$ cat src/rtl/gs_prescaler.sv
// rtl/gs_prescaler.sv - operand conditioning and reciprocal seed for the Goldschmidt divider
module gs_prescaler #(
  parameter int WIDTH = 8,
  parameter int SHW   = 3
) (
  input  logic             clk,
  input  logic             rst,
  input  logic             in_valid,
  output logic             in_ready,
  input  logic [WIDTH-1:0] a_in,
  input  logic [WIDTH-1:0] b_in,
  output logic             out_valid,
  input  logic             out_ready,
  output logic [WIDTH-1:0] a_mag,
  output logic [WIDTH-1:0] b_norm,
  output logic [SHW-1:0]   nshift,
  output logic             q_sign,
  output logic [WIDTH-1:0] x0,
  output logic             div0
);

  // The seed table is indexed by the three bits below the leading one, so it only fits 8 bits.
  generate
    if (WIDTH != 8 || SHW != 3) begin : g_bad_width
      $error("gs_prescaler supports only WIDTH=8, SHW=3");
    end
  endgenerate

  localparam logic [1:0] S_IDLE = 2'd0;
  localparam logic [1:0] S_NORM = 2'd1;
  localparam logic [1:0] S_DONE = 2'd2;

  logic [1:0] state;

  // Two's-complement magnitude; the most negative value wraps to itself (0x80 reads as 128).
  function automatic logic [WIDTH-1:0] magnitude(input logic [WIDTH-1:0] v);
    return v[WIDTH-1] ? ((~v) + WIDTH'(1)) : v;
  endfunction

  // Reciprocal seed in Q1.7 for the centre of each 1/16-wide slice of [0.5,1).
  function automatic logic [WIDTH-1:0] seed(input logic [2:0] idx);
    logic [WIDTH-1:0] r;
    case (idx)
      3'd0:    r = 8'd241;
      3'd1:    r = 8'd216;
      3'd2:    r = 8'd195;
      3'd3:    r = 8'd178;
      3'd4:    r = 8'd164;
      3'd5:    r = 8'd152;
      3'd6:    r = 8'd141;
      default: r = 8'd132;
    endcase
    return r;
  endfunction

  assign in_ready  = (state == S_IDLE);
  assign out_valid = (state == S_DONE);

  // Control FSM and result registers; b_norm doubles as the working shift register.
  always_ff @(posedge clk or posedge rst) begin
    if (rst) begin
      state  <= S_IDLE;
      a_mag  <= '0;
      b_norm <= '0;
      nshift <= '0;
      q_sign <= 1'b0;
      x0     <= '0;
      div0   <= 1'b0;
    end else begin
      case (state)
        S_IDLE: begin
          if (in_valid) begin
            a_mag  <= magnitude(a_in);
            b_norm <= magnitude(b_in);
            nshift <= '0;
            q_sign <= a_in[WIDTH-1] ^ b_in[WIDTH-1];
            x0     <= '0;
            div0   <= (b_in == '0);
            state  <= S_NORM;
          end
        end
        S_NORM: begin
          if (b_norm == '0) begin
            // Divide by zero: leave b_norm and x0 at zero, report after a single cycle.
            state <= S_DONE;
          end else if (b_norm[WIDTH-1]) begin
            x0    <= seed(b_norm[WIDTH-2 -: 3]);
            state <= S_DONE;
          end else begin
            b_norm <= b_norm << 1;
            nshift <= nshift + SHW'(1);
          end
        end
        S_DONE: begin
          if (out_ready) begin
            state <= S_IDLE;
          end
        end
        default: state <= S_IDLE;
      endcase
    end
  end

endmodule

$ cat config.mk
export PLATFORM = sky130hd
export DESIGN_NAME = gs_prescaler
export DESIGN_NICKNAME = d
export VERILOG_FILES = /design/src/rtl/gs_prescaler.sv
export SDC_FILE = /design/constraint.sdc
export NUM_CORES = 1
export LEC_CHECK = 0
export ABC_AREA = 1
export CAP_MARGIN = 20
export CELL_PAD_IN_SITES_DETAIL_PLACEMENT = 0
export CELL_PAD_IN_SITES_GLOBAL_PLACEMENT = 1
export CORE_MARGIN = 8
export CORE_UTILIZATION = 36
export DETAILED_ROUTE_END_ITERATION = 16
export PLACE_DENSITY = 0.95
export SYNTH_ARGS = -nofsm -noshare
export SYNTH_HDL_FRONTEND = slang
export SYNTH_SLANG_ARGS = --single-unit
export TNS_END_PERCENT = 30
$ cat constraint.sdc
create_clock -name clk -period 3.3 [get_ports clk]
set_input_delay 0.495 -clock clk [delete_from_list [all_inputs] [get_ports clk]]
set_output_delay 0.495 -clock clk [all_outputs]
set_load 0.02 [all_outputs]
==> impl_results.md <==
- Status: complete, no violations
- Post-synthesis sequential area ratio: about 45%
- Placeable Area: 0.004692 mm^2
- Final WL: 4376 um
- Largest net degree at the start of global routing: 32
- Synth Cell Area: 0.001733 mm^2
- Syn_nets: 246
- CTS Hold Bufs: 0
- # port buffers: 50
- CTS H-Tree Depth: 2
- Die height: 85.38 um
- Setup TNS: 0 ns
- Startpoint type of the worst setup path: flip-flop
- Post CTS Setup Buffer Count: 0
- Detailed Place HPWL: approximately 3400 um
- Layout area overhead: 38.27%
- Pwr Density: 927.1 mW/mm^2
- Antenna Nets Post-Route: 0
- Commonest non-fill, non-tap cell in the layout: nand2_1
- YS warnings: 0
- NumNets Final: between 200 and 300
- Root Driver: clkbuf_8
- Number of remaining DRC errors: 0
- Worst hold margin: 0.4763 ns
- Netlist cell types: 30
- Reg clk slew, reported paths: 0.07 ns
- Critical path depth in cells: 2
- Ant diodes: 0
- Crit-path max cell delay: 0.64 ns
- Layout cell share with drive strength beyond 1: 8.696%
- GRT Util Overall: between 10% and 20%
- Drt wl/cell: 13.26 um
- Final period utilization: 60.20%
- Clk_lat worst skew: around 0.29 ns
- Worst rel slew slack: 66.40%
- CTS tree: done
- Die ar.: 0.007290 mm^2
- Row cnt: 25
- Clock Sinks: 31
- Routed via count: 1,608
- Worst path top cell family by delay: buffers and inverters
- Synth top area cells: dfrtp_1, nand2_1, nand3_1
- Critical Path RT: 2.80 ns
- First-pass GRT wire length: roughly 7500 um
- I/O pin cnt: 51
- Post-Syn Instances: 223
- Leading area contributor after synthesis: dfrtp_1
- CP Capture Type: output port
- Starting density of the core: 36.93%
- # setup viols final: 0
- Max Slew Vio Count: 0
- Fin. Hold Viols: 0
- Total CTS buffers: 5
- Clk buf depth: 2
- Worst hold path stage count: 2
- RSZ-0062 raised after global routing: false
- Reg2Reg Depth: 6
- Leak: 1.157 nW
- Worst-margin pin slew: 0.5028 ns
- Worst Path Class, Setup: flip-flop to output port
- Maximum vdd drop: 0.0002830 V
- CP max FO: 3
- DRT Pass-1 Iters: 4
- Commonest cells after routing, fill and taps aside: nand2_1, clkdlybuf4s50_1, dfrtp_1
- Hold Path Class: flip-flop to flip-flop
- Slowest cell on crit path: clkdlybuf4s50_1
- Buf/Inv on CP: 1
- Congestion Overflow GR: 0
- Crit path DAT: around 1.5 ns
- Fin crit period: 1.987 ns
- Initial DRC Count: 64
- Post-CTS sizing: 0
- Chip Width: 85.38 um
- DR vias/cell: between 4 and 5
- Antenna violations before repair: 0
- Max cap viols: 0
- Number of global-route vias before repair: 1,629
- Clock skew: 0.01004 ns
- Syn Area/Cell: 7.771 um^2
- Share of the synthesized area in the top cell type: 44.77%
- Worst-path cell chain: nor2_1 -> clkdlybuf4s50_1
- Fmax: 503.4 MHz
- FF+latch count, synth: 31
- Routability Congestion: 0.8468
==> kinds of logic after synthesis <==
logic type                 synth area share [%]
xor gates and xnor gates                  2.528
buffers and inverters                     8.375
AOI/OAI and AO/OA                         12.20
adders and majority gates                 2.166
DFF                                       44.77
and+or+nand+nor                           29.96
==> through the flow <==
stage / power (mW) / utilization, % / cell area (um^2) / worst slack, ns / cells
final: 2.221 / 51.07 / 2396 / 1.313 / 330
after global routing: 2.385 / 51.07 / 2396 / 1.246 / 330
after CTS: 2.248 / 51.07 / 2396 / 1.300 / 330
after detailed placement: 1.858 / 48.56 / 2278 / 1.323 / 322
after global placement: 1.833 / 48.56 / 2278 / 1.374 / 322
after floorplan: 1.388 / - / 1733 / 1.863 / 223
==> Yosys cell counts <==
master and n:
nor3_1 1, xnor2_1 2, nand2_4 1, o21ai_4 1, nand4_1 2, inv_4 1, nand2_2 1, xor2_1 3
o21ai_0 22, ha_1 3, a21oi_2 2, nand3_1 29, a21oi_1 4, clkbuf_1 3, a31oi_1 1, o21ai_2 1
buf_2 3, dfrtp_1 31, nor2_4 1, nand2_1 55, inv_2 1, o22ai_2 1, buf_6 1, inv_1 26
nor2_8 1, o22ai_1 2, nand3b_1 2, nor2_1 18, o21a_1 1, nor2_2 3
==> power breakdown <==
group | leakage [nW] | internal (mW) | switching [mW] | total [mW]
sequential | 0.396 | 0.539 | 0.137 | 0.676
clock | 0.0612 | 0.244 | 0.143 | 0.387
combinational | 0.700 | 0.491 | 0.667 | 1.16
==> state kept, by name (all words and copies together), names as in the netlist <==
register and cells:
x0 8, nshift 3, div0 1, q_sign 1
b_norm 8, state 2, a_mag 8
==> worst reg2reg max path, stage by stage (launching register included) <==
cell and delay (ns):
dfrtp_1 0.42, nor2_1 0.16, nand2_1 0.34, nand2_4 0.31, nand2_1 0.08, nor2_1 0.15, nor2_2 0.04
==> layer usage <==
layer	wire, um	vias up	track usage, %
met5	0	-	0
met4	72	0	5.732
met3	210	6	3.378
met2	2137	37	21.80
met1	1955	740	14.68
li1	-	825	-
==> layout make-up <==
class	count	area, um^2
Fill cell	470	2296
Multi-Input combinational cell	157	812.0
Sequential cell	31	775.7
Timing Repair Buffer	52	515.5
Inverter	28	107.6
Clock buffer	6	82.58
Tap cell	54	67.56
Clock inverter	2	35.03
==> path summary, 6_finish.rpt <==
path / startpoint / end / slack, ns
max in group asynchronous: rst / a_mag[0] / 2.41
min in group asynchronous: rst / a_mag[5] / 0.59
setup reg to reg: state[1] / b_norm[5] / 1.71
hold reg to reg: x0[7] / x0[7] / 0.48
setup / recovery: state[1] / in_ready / 1.31
hold / removal: x0[7] / x0[7] / 0.48
Note: power is estimated with default switching activity, not from simulation.
